==> config.mk <==
export PLATFORM = sky130hd
export DESIGN_NAME = wr_fifo
export DESIGN_NICKNAME = d
export VERILOG_FILES = /design/src/rtl/lockstep_write_checker_pkg.sv /design/src/rtl/lockstep_write_checker_fifo.sv
export SDC_FILE = /design/constraint.sdc
export NUM_CORES = 1
export LEC_CHECK = 0
export ABC_AREA = 0
export CAP_MARGIN = 10
export CORE_MARGIN = 2
export CORE_UTILIZATION = 50
export CTS_CLUSTER_SIZE = 28
export DETAILED_ROUTE_END_ITERATION = 10
export GPL_TIMING_DRIVEN = 1
export PLACE_DENSITY = 0.85
export SYNTH_ARGS = -nofsm -noshare
export SYNTH_HDL_FRONTEND = slang
export SYNTH_SLANG_ARGS = --single-unit
==> constraint.sdc <==
create_clock -name clk_i -period 4.57 [get_ports clk_i]
set_input_delay 0.914 -clock clk_i [delete_from_list [all_inputs] [get_ports clk_i]]
set_output_delay 0.914 -clock clk_i [all_outputs]
set_load 0.005 [all_outputs]
==> src/rtl/lockstep_write_checker_pkg.sv <==
// Shared types for the lockstep write checker.
// Record, state and default address constants.
package lockstep_pkg;

    localparam int ADDR_W = 32;
    localparam int DATA_W = 32;

    localparam logic [ADDR_W-1:0] FLAG_ADDR_DEF   = 32'h0000_1000;
    localparam logic [ADDR_W-1:0] RESULT_ADDR_DEF = 32'h0000_1004;

    typedef enum logic [1:0] {
        RUN,
        DONE,
        FAULT
    } state_t;

    typedef struct packed {
        logic [ADDR_W-1:0] addr;
        logic [DATA_W-1:0] data;
    } wr_rec_t;

    function automatic logic [15:0] sat_inc(input logic [15:0] v);
        return (v == 16'hFFFF) ? v : v + 16'd1;
    endfunction

endpackage

==> src/rtl/lockstep_write_checker_fifo.sv <==
// Synchronous FIFO of write records.
// A push to a full FIFO is dropped unless a pop frees a slot.
module wr_fifo
    import lockstep_pkg::*;
#(
    parameter int DEPTH = 4
) (
    input  logic    clk_i,
    input  logic    rst_i,
    input  logic    push_i,
    input  wr_rec_t din_i,
    input  logic    pop_i,
    output wr_rec_t dout_o,
    output logic    full_o,
    output logic    empty_o
);

    localparam int AW = $clog2(DEPTH);

    wr_rec_t     mem [DEPTH];
    logic [AW:0] wptr;
    logic [AW:0] rptr;
    logic        do_push;
    logic        do_pop;

    assign empty_o = (wptr == rptr);
    assign full_o  = (wptr[AW] != rptr[AW]) &&
                     (wptr[AW-1:0] == rptr[AW-1:0]);

    assign do_push = push_i && (!full_o || pop_i);
    assign do_pop  = pop_i && !empty_o;

    assign dout_o = mem[rptr[AW-1:0]];

    always_ff @(posedge clk_i) begin
        if (do_push) begin
            mem[wptr[AW-1:0]] <= din_i;
        end
    end

    always_ff @(posedge clk_i) begin
        if (rst_i) begin
            wptr <= '0;
            rptr <= '0;
        end else begin
            if (do_push) begin
                wptr <= wptr + (AW+1)'(1);
            end
            if (do_pop) begin
                rptr <= rptr + (AW+1)'(1);
            end
        end
    end

endmodule

==> results.py <==
metrics = {
    "cells_and_area": {
        "area_growth_pct": 25.8,
        "drive_gt1_share_pct": 20.8,
        "seqCellArea_sq_um": 7860,
        "instances_no_fill": 822,
        "utilization_pct": 63.5,
        "nFillCells": 1297,
        "nNetsFinal": 611,
        "multiInputGateArea_sq_um": 1830,
        "antennaDiodeCount": 0,
    },
    "clock_network": {
        "clk_path_buf_depth": 3,
        "cts_resized": 0,
        "cts.htree.levels": 1,
        "postCtsHoldBufs": 0,
        "clk_pin_slew_ps": 60,
        "post_cts_buffers": 0,
        "cts_tree": "done",
        "cts-root-buf": "clkbuf_16",
        "clk_latency_ps": 510,
        "cts_sinks": 264,
        "cts_inserted_buffers": 27,
    },
    "yosys": {
        "yosys.area.top_type": "edfxtp_1",
        "ys_types": 28,
        "synth_edf_count": 256,
        "yosysWarningCount": 0,
        "yosys-top-cells-area": "edfxtp_1, mux4_2, dfxtp_1",
        "netlist_area_sq_um": 9760,
        "yosys_most_used_dff": "edfxtp_1",
        "async_flop_share_pct": 0,
        "synth_nets": 462,
        "syn_area_per_cell_sq_um": 25.1,
        "ys_seq_area_share_pct": 80.4,
        "ys_seq_elements": 264,
        "synthDominantCellAreaShare_pct": 78.8,
        "synth_cells": 389,
    },
    "timing": {
        "max-slew-margin-rel_pct": 33.8,
        "maxSlewViolCount": 0,
        "setup_violations": 0,
        "hold_viol": 0,
        "totalNegativeSetupSlack_ps": 0,
        "min_period_ps": 3610,
        "worst_pin_slew_ps": 993,
        "fin_crit_sh_pct": 79.0,
        "setup_slack_ps": 958,
        "max_freq_mhz": 277,
        "skew_ps": 18.0,
        "rsz0062_at_grt": "false",
    },
    "floorplan": {
        "die_y_um": 144,
        "die_x_um": 144,
        "pin_count": 134,
        "coreArea_sq_um": 19300,
        "rows": 51,
        "initial_utilization_pct": 50.5,
        "design.die.area_sq_um": 20600,
    },
    "worst_setup_path": {
        "cp_cell_sequence": "buf_12 > mux4_2 > clkdlybuf4s50_1",
        "crit_path_max_incr_delay_ps": 760,
        "rr_worst_depth": 3,
        "slowest_stage": "dfxtp_4",
        "crit_fanout": 34,
        "reg2reg_slack_ps": 2200,
        "critical_path.top_delay_family": "buffers and inverters",
        "r2r-start": "wptr[1]",
        "cp-start-kind": "flop",
        "cp_num_buf_inv": 2,
        "r2r_end": "mem[1][5]",
        "arrival_ps": 2700,
        "crit_required_ps": 3660,
        "end_kind": "output port",
        "crit_type": "reg2out",
    },
    "worst_hold_path": {
        "hold_start": "rptr[1]",
        "holdPathStages": 2,
        "hold_class": "reg2reg",
    },
    "global_route": {
        "track_usage_pct": 16.7,
        "grt_max_degree": 66,
        "grt_pass1_wl_um": 26000,
        "grt_remaining_overflow": 0,
        "grt_pass1_vias": 4747,
        "antenna_found_initial": 0,
    },
    "drt": {
        "ant_nets": 0,
        "routed-via-count": 4380,
        "drtIter0Drc": 224,
        "routedWlPerCell_um": 20.5,
        "avgViaCountPerCell": 5.33,
        "dr.pass1.iters": 4,
        "drcViolationCount": 0,
        "wl_um": 16800,
    },
    "place": {
        "dp.cells": 774,
        "routabilityCongestion": 0.726,
        "portBuffers": 133,
        "post-place-ws_ps": 1320,
        "dp_hpwl_um": 9630,
    },
    "status": {
        "status": "completed",
    },
    "run": {
        "drv_cap": 0,
    },
    "power_and_ir_drop": {
        "p_per_area_nw_per_um2": 488,
        "irDropWorstVdd_mv": 0.405,
        "p_leak_nw": 3.88,
    },
}
==> per-layer routing <==
| metal | global-route usage (%) | up-vias | wire length, um |
|---|---|---|---|
| met5 | 0 | - | 0 |
| met2 | 28.8 | 140 | 8660 |
| met3 | 3.47 | 30 | 950 |
| met4 | 5.06 | 0 | 377 |
| li1 | - | 1955 | - |
| met1 | 21.6 | 2255 | 6850 |
==> logic make-up after synthesis <==
kind of cell / Yosys count / synth area share, %
DFF: 264 / 80.4
muxes: 70 / 15.5
and+or+nand+nor: 21 / 1.21
AOI/OAI and AO/OA: 5 / 0.616
adders and majority gates: 5 / 0.641
xor gates and xnor gates: 4 / 0.590
buffers and inverters: 20 / 1.03
==> where the power goes <==
| part | switching [mW] | leakage (nW) | internal (mW) |
|---|---|---|---|
| clock network | 0.841 | 0.423 | 1.31 |
| registers | 0.105 | 2.42 | 2.81 |
| logic | 0.328 | 1.04 | 0.602 |
==> worst register-to-register path, stage by stage (launching register included) <==
cell and delay, ps:
dfxtp_1 460, xnor2_2 200, a41oi_2 410, and2_4 870
==> through the flow <==
step / total power, mW / instance area (sq um) / hold slack, ps
2_1_floorplan: 3.40 / 9760 / 513
3_3_place_gp: 3.89 / 11400 / 524
3_5_place_dp: 3.91 / 11400 / 544
4_1_cts: 6.07 / 12300 / 553
5_1_grt: 6.22 / 12300 / 596
6_report: 5.99 / 12300 / 547
==> flip-flops by register name, summed over array words and instances, names as in the netlist, named ones only <==
register,flops
rptr,3
wptr,3
mem,256
==> synth_stat cells, types with 2 or more instances <==
cell	instances
buf_4	6
and2_1	3
nor2b_1	3
inv_1	5
ha_1	5
nand2_1	2
mux4_2	64
dfxtp_1	8
edfxtp_1	256
nand2b_1	4
mux2i_1	2
a41oi_2	2
mux2_1	3
xnor2_2	2
nor2_1	6
buf_1	6
==> how the worst max path moves through the flow <==
stage,startpoint,end,cells after the start,slack (ps)
6_report,flop,dout_o[33],3,960
5_1_grt,flop,dout_o[33],3,790
4_1_cts,flop,dout_o[33],3,860
3_5_place_dp,pop_i,mem[0][49],4,1320
3_3_place_gp,flop,dout_o[14],3,1420
2_1_floorplan,push_i,wptr[2],3,1170
==> placed cells by master (no fill, tap or decap), types with 3 or more instances in the layout <==
cell type / count
nor2_1: 6
mux4_2: 64
clkbuf_1: 6
ha_1: 5
nand2b_1: 4
nor2b_1: 3
clkinv_1: 4
inv_1: 5
clkbuf_16: 27
clkdlybuf4s50_1: 133
mux2_1: 3
clkinv_2: 4
bufinv_16: 4
and2_4: 3
dfxtp_1: 6
edfxtp_1: 256
==> cell type report <==
type	count	area share (%)
timing repair buffer	135	11.1
clock buffer	33	5.69
clock inverter	15	1.46
inverter	5	0.153
tap	265	2.70
sequential	264	64.0
multi-input combinational	105	14.9
Power figures use the tool's default switching activity.
